[config.mk]
export PLATFORM = sky130hd
export DESIGN_NAME = serial_deserialiser_flat
export DESIGN_NICKNAME = d
export VERILOG_FILES = /design/src/rtl/serial_deserialiser_pkg.sv /design/src/rtl/serial_deserialiser_if.sv /design/src/rtl/sat_counter.sv /design/src/rtl/serial_deserialiser.sv /design/src/flat_wrapper.sv
export SDC_FILE = /design/constraint.sdc
export NUM_CORES = 1
export LEC_CHECK = 0
export CAP_MARGIN = 20
export CORE_MARGIN = 4
export CORE_UTILIZATION = 35
export DETAILED_ROUTE_END_ITERATION = 10
export GPL_TIMING_DRIVEN = 0
export MAX_ROUTING_LAYER = met4
export PLACE_DENSITY = 0.55
export SLEW_MARGIN = 15
export SYNTH_ARGS = -nofsm -noshare
export SYNTH_HDL_FRONTEND = slang
export SYNTH_SLANG_ARGS = --single-unit
[constraint.sdc]
create_clock -name wr_clk -period 1.85 [get_ports wr_clk]
set_input_delay 0.37 -clock wr_clk [delete_from_list [all_inputs] [get_ports wr_clk]]
set_output_delay 0.37 -clock wr_clk [all_outputs]
set_load 0.05 [all_outputs]
[src/rtl/serial_deserialiser_pkg.sv]
// Shared types and constants for the framed serial receiver.
package deser_pkg;

  typedef enum logic [0:0] {
    HUNT    = 1'b0,
    PAYLOAD = 1'b1
  } deser_state_e;

  localparam logic [15:0] DEFAULT_SYNC_WORD = 16'hA5C3;

endpackage

[src/rtl/serial_deserialiser_if.sv]
// Serial input and FIFO write port of the deserialiser, in the FIFO write clock domain.
//
// Handshake: ser_valid qualifies ser_data for exactly one cycle and is never
// back-pressured. fifo_wr_en is a single-cycle strobe qualifying fifo_wr_data;
// it is only raised while fifo_full is low, otherwise the word is dropped.
interface serial_deserialiser_if #(
  parameter int WIDTH = 32
) ();

  logic             ser_valid;
  logic             ser_data;
  logic             fifo_wr_en;
  logic [WIDTH-1:0] fifo_wr_data;
  logic             fifo_full;

  modport master (
    input  ser_valid,
    input  ser_data,
    input  fifo_full,
    output fifo_wr_en,
    output fifo_wr_data
  );

  modport slave (
    output ser_valid,
    output ser_data,
    output fifo_full,
    input  fifo_wr_en,
    input  fifo_wr_data
  );

endinterface

[src/rtl/sat_counter.sv]
// Saturating event counter with synchronous clear; holds at all-ones.
module sat_counter #(
  parameter int CNT_WIDTH = 16
) (
  input  logic                 clk,
  input  logic                 clear,
  input  logic                 inc,
  output logic [CNT_WIDTH-1:0] count
);

  always_ff @(posedge clk) begin
    if (clear) begin
      count <= '0;
    end else if (inc && (count != {CNT_WIDTH{1'b1}})) begin
      count <= count + 1'b1;
    end
  end

endmodule

[src/rtl/serial_deserialiser.sv]
// Hunts for a sync pattern on a bit-serial stream, then packs FRAME_WORDS
// payload words MSB-first and writes them to a FIFO, dropping words when full.
module serial_deserialiser
  import deser_pkg::*;
#(
  parameter int                    WIDTH       = 32,
  parameter int                    SYNC_WIDTH  = 16,
  parameter logic [SYNC_WIDTH-1:0] SYNC_WORD   = SYNC_WIDTH'(DEFAULT_SYNC_WORD),
  parameter int                    FRAME_WORDS = 4,
  parameter int                    CNT_WIDTH   = 16
) (
  input  logic                   wr_clk,
  input  logic                   wr_rst_n,
  serial_deserialiser_if.master  bus,
  output logic                   in_frame,
  output logic                   frame_done,
  output logic                   overflow,
  input  logic                   clr_overflow,
  output logic [CNT_WIDTH-1:0]   frame_cnt,
  output logic [CNT_WIDTH-1:0]   drop_cnt,
  output deser_state_e           state_dbg
);

  localparam int BW = $clog2(WIDTH);
  localparam int WW = (FRAME_WORDS > 1) ? $clog2(FRAME_WORDS) : 1;
  localparam logic [BW-1:0] BIT_LAST  = BW'(WIDTH - 1);
  localparam logic [WW-1:0] WORD_LAST = WW'(FRAME_WORDS - 1);

  deser_state_e          state;
  // Only the low bits are kept; the oldest bit falls out of each shift.
  logic [SYNC_WIDTH-2:0] sync_sr;
  logic [WIDTH-2:0]      data_sr;
  logic [BW-1:0]         bit_cnt;
  logic [WW-1:0]         word_cnt;
  logic                  word_valid;
  logic [WIDTH-1:0]      wr_data;

  logic [SYNC_WIDTH-1:0] sync_next;
  logic [WIDTH-1:0]      data_next;
  logic                  word_end;
  logic                  frame_end;
  logic                  drop;

  assign sync_next = {sync_sr, bus.ser_data};
  assign data_next = {data_sr, bus.ser_data};
  assign word_end  = bus.ser_valid && (state == PAYLOAD) && (bit_cnt == BIT_LAST);
  assign frame_end = word_end && (word_cnt == WORD_LAST);

  always_ff @(posedge wr_clk) begin
    if (!wr_rst_n) begin
      state      <= HUNT;
      sync_sr    <= '0;
      data_sr    <= '0;
      bit_cnt    <= '0;
      word_cnt   <= '0;
      word_valid <= 1'b0;
      frame_done <= 1'b0;
      wr_data    <= '0;
    end else begin
      word_valid <= 1'b0;
      frame_done <= 1'b0;
      if (bus.ser_valid) begin
        case (state)
          HUNT: begin
            if (sync_next == SYNC_WORD) begin
              state    <= PAYLOAD;
              sync_sr  <= '0;
              bit_cnt  <= '0;
              word_cnt <= '0;
            end else begin
              sync_sr <= sync_next[SYNC_WIDTH-2:0];
            end
          end
          PAYLOAD: begin
            data_sr <= data_next[WIDTH-2:0];
            if (bit_cnt == BIT_LAST) begin
              bit_cnt    <= '0;
              wr_data    <= data_next;
              word_valid <= 1'b1;
              if (word_cnt == WORD_LAST) begin
                word_cnt   <= '0;
                state      <= HUNT;
                frame_done <= 1'b1;
              end else begin
                word_cnt <= word_cnt + 1'b1;
              end
            end else begin
              bit_cnt <= bit_cnt + 1'b1;
            end
          end
          default: state <= HUNT;
        endcase
      end
    end
  end

  // fifo_full is looked at in the issue cycle, one cycle after the last bit.
  assign drop             = word_valid & bus.fifo_full;
  assign bus.fifo_wr_en   = word_valid & ~bus.fifo_full;
  assign bus.fifo_wr_data = wr_data;

  // A drop in the same cycle as a clear wins, so no drop goes unreported.
  always_ff @(posedge wr_clk) begin
    if (!wr_rst_n) begin
      overflow <= 1'b0;
    end else if (drop) begin
      overflow <= 1'b1;
    end else if (clr_overflow) begin
      overflow <= 1'b0;
    end
  end

  assign in_frame  = (state == PAYLOAD);
  assign state_dbg = state;

  // Counting on the completing bit lets frame_cnt change alongside frame_done.
  sat_counter #(.CNT_WIDTH(CNT_WIDTH)) u_frame_cnt (
    .clk   (wr_clk),
    .clear (~wr_rst_n),
    .inc   (frame_end),
    .count (frame_cnt)
  );

  sat_counter #(.CNT_WIDTH(CNT_WIDTH)) u_drop_cnt (
    .clk   (wr_clk),
    .clear (~wr_rst_n),
    .inc   (drop),
    .count (drop_cnt)
  );

endmodule

[src/flat_wrapper.sv]
// flat-port wrapper written by rule: the top's interface ports become plain ports
module serial_deserialiser_flat import deser_pkg::*;
#(
  parameter int                    WIDTH       = 32,
  parameter int                    SYNC_WIDTH  = 16,
  parameter logic [SYNC_WIDTH-1:0] SYNC_WORD   = SYNC_WIDTH'(DEFAULT_SYNC_WORD),
  parameter int                    FRAME_WORDS = 4,
  parameter int                    CNT_WIDTH   = 16
)
  (wr_clk, wr_rst_n, in_frame, frame_done, overflow, clr_overflow, frame_cnt, drop_cnt, state_dbg, bus_ser_valid, bus_ser_data, bus_fifo_full, bus_fifo_wr_en, bus_fifo_wr_data);
  serial_deserialiser_if #(.WIDTH(WIDTH)) bus_i ();
  input  logic wr_clk;
  input  logic wr_rst_n;
  output logic in_frame;
  output logic frame_done;
  output logic overflow;
  input  logic clr_overflow;
  output logic [CNT_WIDTH-1:0] frame_cnt;
  output logic [CNT_WIDTH-1:0] drop_cnt;
  output deser_state_e state_dbg;
  input wire logic [$bits(bus_i.ser_valid)-1:0] bus_ser_valid;
  input wire logic [$bits(bus_i.ser_data)-1:0] bus_ser_data;
  input wire logic [$bits(bus_i.fifo_full)-1:0] bus_fifo_full;
  output wire logic [$bits(bus_i.fifo_wr_en)-1:0] bus_fifo_wr_en;
  output wire logic [$bits(bus_i.fifo_wr_data)-1:0] bus_fifo_wr_data;
  assign bus_i.ser_valid = bus_ser_valid;
  assign bus_i.ser_data = bus_ser_data;
  assign bus_i.fifo_full = bus_fifo_full;
  assign bus_fifo_wr_en = bus_i.fifo_wr_en;
  assign bus_fifo_wr_data = bus_i.fifo_wr_data;
  serial_deserialiser #(.WIDTH(WIDTH), .SYNC_WIDTH(SYNC_WIDTH), .SYNC_WORD(SYNC_WORD), .FRAME_WORDS(FRAME_WORDS), .CNT_WIDTH(CNT_WIDTH)) u_core (.wr_clk(wr_clk), .wr_rst_n(wr_rst_n), .bus(bus_i), .in_frame(in_frame), .frame_done(frame_done), .overflow(overflow), .clr_overflow(clr_overflow), .frame_cnt(frame_cnt), .drop_cnt(drop_cnt), .state_dbg(state_dbg));
endmodule
==> flow_summary.ini, run 1 <==
[status]
status = complete, but fails checks
violations = setup timing

[detailed_routing]
drc = 0
wl_per_cell_microns = 14.3
final_antenna_net_count = 0
vias = 4685
drtIter0Drc = 217
vias_per_cell = 5.18
first_pass_iters = 4
drt-total-wl_microns = 12900

[logic_synthesis]
synth_area_per_cell_sq_um = 8.02
synthesis.area_sq_um = 4910
netlist-cell-type-count = 46
synth_warnings = 0
synth_edf_count = 0
ys_seq_area_share_pct = 49.4
async_flop_share_pct = 0
synthesis.nets = 624
synth-seq-cells = 121
yosys_most_used_dff = dfxtp_1
synth_cells = 612

[worst_setup_path]
cp-end-kind = flop
cp.arrival_ns = 2.29
cp.required_ns = 2.19
cp-start-kind = flop
critical_path_class = flop to flop
critPathMaxFanout = 4

[floorplan]
initial_core_util_pct = 36.3
fp.dieW_microns = 126
die_height_microns = 126
die_area_sq_um = 16000
io_pins = 75
fp-row-count = 42
core_sq_um = 13500

[cts]
cts_root_buf = clkbuf_16
insertion_delay_ns = 0.42
htree_levels = 4
cts_buffers = 17
tritoncts = done
clkSinkCount = 121
cts_hold_buf = 0
clockBufferDepth = 2
path_clk_slew_ns = 0.06

[placement]
io_buffers = 74
dpl_worst_slack_ns = -0.678
hpwlAfterDp_microns = 9040
gp_congestion = 0.878

[timing]
period_share_pct = 105
period_needed_ns = 1.95
skew_ns = 0.0113
finalHoldViolations = 0
fmax_ghz = 0.513
rsz0062_at_grt = yes
tightest_slew_ns = 0.707
slew_violations = 0
setup_violations = 10
worst_slack_ns = -0.101
slew_headroom_pct = 52.9

[flow_run]
maxCapViolCount = 0

[power]
ir_drop_mv = 0.550
power_density_nw_per_um2 = 879
total_leakage_power_uw = 0.00251

[finish]
mostFrequentLayoutCell = nand2_1
final_cell_mix = nand2_1 (184), dfxtp_1 (100), a21oi_1 (98), dlygate4sd2_1 (66), clkbuf_1 (18)
nets = 727
drive_gt1_share_pct = 15.4
fillers = 1330
syn_to_final_growth_pct = 35.7
n_antenna_cell = 0
final_util_pct = 49.3

[global_routing]
antenna_found_initial = 0
grt_pass1_wl_microns = 21100
grt_overflow = 0
grt_util_all_layers_pct = 16.6
grt_pass1_vias = 4414
grt_max_degree = 17

[worst_hold_path]
hold_class = flop to flop
==> power breakdown <==
part | total [uW] | internal, uW | switching [uW]
clock | 3140 | 1920 | 1220
combinational | 111 | 26.4 | 84.8
sequential | 2600 | 2600 | 1.64
total | 5850 | 4550 | 1300
==> what timing repair did <==
item / CTS / global route
setup buffers: 4 / 9
setup endpoints to repair: 132 / 79
resized for setup: 92 / 30
pin swaps: 3 / 9
endpoints found under the hold margin: 0 / 0
==> per-stage QoR <==
step	hold WS (ns)	instances	total power [uW]	area (sq um)	TNS, ns
detailed placement	0.449	862	2770	5930	-47.32
CTS	0.455	896	5930	6500	-0.332
floorplan	0.432	612	2720	4970	-0.0200
global placement	0.447	862	2770	5930	-45.27
global route	0.477	904	6080	6660	-2.28
finish	0.451	904	5850	6660	-0.430
==> critical path, cell delays in order, from the launching register on <==
cell and delay [ns]:
dfxtp_4 0.35, ha_4 0.13, and3_4 0.21, ha_4 0.13, and4_1 0.18, clkbuf_8 0.13, nand4_1 0.14, buf_4 0.18
or3_1 0.30, a21oi_1 0.11
==> synth_stat cells (2+ instances only) <==
master    number  area (sq um)
a21oi_1       98           490
a311oi_1       3          26.3
inv_1          6          22.5
nand4_1       15          93.8
o21a_1         2          15.0
and3_1         4          25.0
nor4_1        10          62.6
and4_1         6          52.6
ha_1           6          75.1
a31oi_1        3          18.8
nor2b_1        2          12.5
or4_1          4          30.0
nand3_1       11          55.1
mux2i_1        9          90.1
o211ai_1       2          15.0
nor3_1         6          30.0
nand2b_1      10          62.6
o21ai_0       16          80.1
or3_1          9          56.3
dfxtp_1      121          2420
o41ai_1        4          35.0
nand2_1      186           698
clkbuf_1      34           128
nor2_1        12          45.0
nor4bb_1       2          20.0
o31ai_1        5          37.5
o311ai_0       4          35.0
and2_1         4          25.0
==> final cells by class <==
| cell class | instances | area [sq um] | area share (%) |
|---|---|---|---|
| buffer | 34 | 160 | 2.41 |
| clock buffer | 19 | 453 | 6.81 |
| clock inverter | 13 | 121 | 1.82 |
| inverter | 7 | 26.3 | 0.395 |
| multi-input combinational | 447 | 2460 | 37.0 |
| sequential | 121 | 2460 | 36.9 |
| tap | 176 | 220 | 3.31 |
| timing repair buffer | 87 | 752 | 11.3 |
==> metal layers <==
layer / wire length, microns / vias to the layer above / global-route usage, %
met3: 666 / 12 / 5.46
met2: 6110 / 119 / 25.8
li1: - / 2347 / -
met4: 139 / 0 / 5.93
met1: 5990 / 2207 / 20.3
met5: 0 / - / -
==> cells by family (layout without fill, tap and decap cells) <==
logic type | after synthesis | count (layout) | synth area share (%)
compound gates | 142 | 142 | 16.2
simple gates | 290 | 290 | 27.5
fa+ha+maj | 6 | 6 | 1.53
mux | 9 | 9 | 1.84
flops | 121 | 121 | 49.4
buf+inv | 44 | 160 | 3.47
==> sequential cells by signal, indices dropped and copies added (netlist names) <==
name,cells
u_core.bit_cnt,5
u_core.data_sr,31
u_core.word_cnt,2
u_core.word_valid,1
u_core.frame_done,1
u_core.in_frame,1
u_core.u_drop_cnt.count,16
u_core.bus.fifo_wr_data,32
u_core.u_frame_cnt.count,16
u_core.sync_sr,15
u_core.overflow,1
==> path summary, 6_finish.rpt <==
| path | from | endpoint | slack [ns] | cells after the start |
|---|---|---|---|---|
| worst max-delay path | u_core.bit_cnt[0] | u_core.u_frame_cnt.count[8] | -0.10 | 9 |
| worst min-delay path | u_core.bus.fifo_wr_data[5] | u_core.bus.fifo_wr_data[5] | 0.45 | 2 |
| worst max register to register | u_core.bit_cnt[0] | u_core.u_frame_cnt.count[8] | -0.10 | 9 |
| worst min register to register | u_core.bus.fifo_wr_data[5] | u_core.bus.fifo_wr_data[5] | 0.45 | 2 |
Note: power is estimated with default switching activity, not from simulation.
==> run 2, diff against run 1 <==
CORE_UTILIZATION = 48   (was 35)
MAX_ROUTING_LAYER = not set   (was met4)
PLACE_DENSITY = 0.72   (was 0.55)
==> flow_summary.ini, run 2 (same netlist as run 1, synthesis figures left out) <==
[cts]
htree_levels = 4
cts_root_buf = clkbuf_8
path_clk_slew_ns = 0.06
clkSinkCount = 121
clockBufferDepth = 2
insertion_delay_ns = 0.51
cts_buffers = 17
cts_hold_buf = 0
tritoncts = done

[finish]
nets = 732
final_cell_mix = nand2_1 (184), dfxtp_1 (100), a21oi_1 (95), dlygate4sd2_1 (46), clkbuf_1 (21)
fillers = 795
drive_gt1_share_pct = 17.2
mostFrequentLayoutCell = nand2_1
syn_to_final_growth_pct = 36.4
largest_register_ff_count = 32
n_antenna_cell = 0

[timing]
finalHoldViolations = 0
slew_violations = 0
worst_slack_ns = -0.0537
setup_violations = 6
period_needed_ns = 1.90
slew_headroom_pct = 54.9
tightest_slew_ns = 0.677
fmax_ghz = 0.525
period_share_pct = 103
holdWs_ns = 0.454
rsz0062_at_grt = yes
skew_ns = 0.0113

[placement]
hpwlAfterDp_microns = 8550
gp_congestion = 0.846
dpl_worst_slack_ns = -0.651
io_buffers = 74

[worst_setup_path]
critical_path_class = flop to flop
critPathMaxFanout = 5
cp-end-kind = flop
cp.arrival_ns = 2.35
cp.required_ns = 2.29
cp-start-kind = flop

[floorplan]
fp.dieW_microns = 109
core_sq_um = 9860
fp-row-count = 36
initial_core_util_pct = 49.7
die_height_microns = 109
die_area_sq_um = 11900
io_pins = 75

[detailed_routing]
vias = 4822
vias_per_cell = 5.57
drc = 0
final_antenna_net_count = 0
first_pass_iters = 5
drtIter0Drc = 244
wl_per_cell_microns = 14.7
drt-total-wl_microns = 12800

[flow_run]
maxCapViolCount = 0

[global_routing]
grt_overflow = 0
grt_util_all_layers_pct = 21.8
grt_max_degree = 17
antenna_found_initial = 0
grt_pass1_wl_microns = 20700
grt_pass1_vias = 4529

[status]
violations = setup timing
status = complete, but fails checks

[power]
ir_drop_mv = 0.545
power_density_nw_per_um2 = 886
total_leakage_power_uw = 0.00246

[worst_hold_path]
hold_class = flop to flop
==> run 2: path summary, 6_finish.rpt <==
path,slack (ns),startpoint,depth (start not counted),endpoint
worst max-delay path,-0.05,u_core.bit_cnt[1],9,u_core.u_frame_cnt.count[14]
worst max register to register,-0.05,u_core.bit_cnt[1],9,u_core.u_frame_cnt.count[14]
worst min-delay path,0.45,u_core.bus.fifo_wr_data[11],2,u_core.bus.fifo_wr_data[11]
worst min register to register,0.45,u_core.bus.fifo_wr_data[11],2,u_core.bus.fifo_wr_data[11]
==> run 2: cell type report <==
cell class | instances | area (sq um) | share of cell area [%]
Timing Repair Buffer | 91 | 791 | 11.8
Clock inverter | 13 | 144 | 2.15
Buffer | 35 | 174 | 2.60
Clock buffer | 19 | 442 | 6.60
Multi-Input combinational cell | 447 | 2480 | 37.1
Sequential cell | 121 | 2460 | 36.8
Inverter | 7 | 26.3 | 0.393
Tap cell | 133 | 166 | 2.49
==> run 2: critical path: stages (launching register included) <==
cell	delay [ns]
dfxtp_2	0.35
ha_4	0.14
and3_4	0.20
ha_4	0.12
and4_1	0.17
clkbuf_8	0.14
nand4_1	0.17
buf_4	0.21
nor4_4	0.14
mux2i_1	0.19
==> run 2: timing repair <==
item / 4_1_cts / 5_1_grt
setup buffers: 7 / 10
resized for setup: 100 / 66
pin swaps: 8 / 9
endpoints found under the setup margin: 125 / 86
==> run 2: metrics by stage <==
step,cells,TNS (ns),instance area [sq um],utilization (%),total power [uW]
floorplan,612,-0.0200,4970,-,2720
global placement,819,-39.44,5870,59.6,2770
detailed placement,819,-43.12,5870,59.6,2770
CTS,856,-0.237,6490,65.8,5970
global route,866,-3.28,6690,67.8,6110
finish,866,-0.192,6690,67.8,5930
==> run 2: metal layers <==
metal / vias up / share of wire, % / global-route usage (%)
met3: 30 / 4.9 / 4.97
met5: - / 0 / 0
li1: 2359 / - / -
met1: 2290 / 44 / 26.6
met4: 0 / 2.5 / 9.65
met2: 143 / 48 / 36.5
==> run 2: where the power goes <==
group	internal [uW]	leakage [uW]	switching, uW
clock network	2000	0.000285	1220
registers	2600	0.000987	2.07
logic	26.1	0.00119	82.9
==> run 3, diff against run 2 <==
CAP_MARGIN = not set   (was 20)
==> results of run 3 <==
No change in the layout: final DEF, timing and power equal those of run 2.
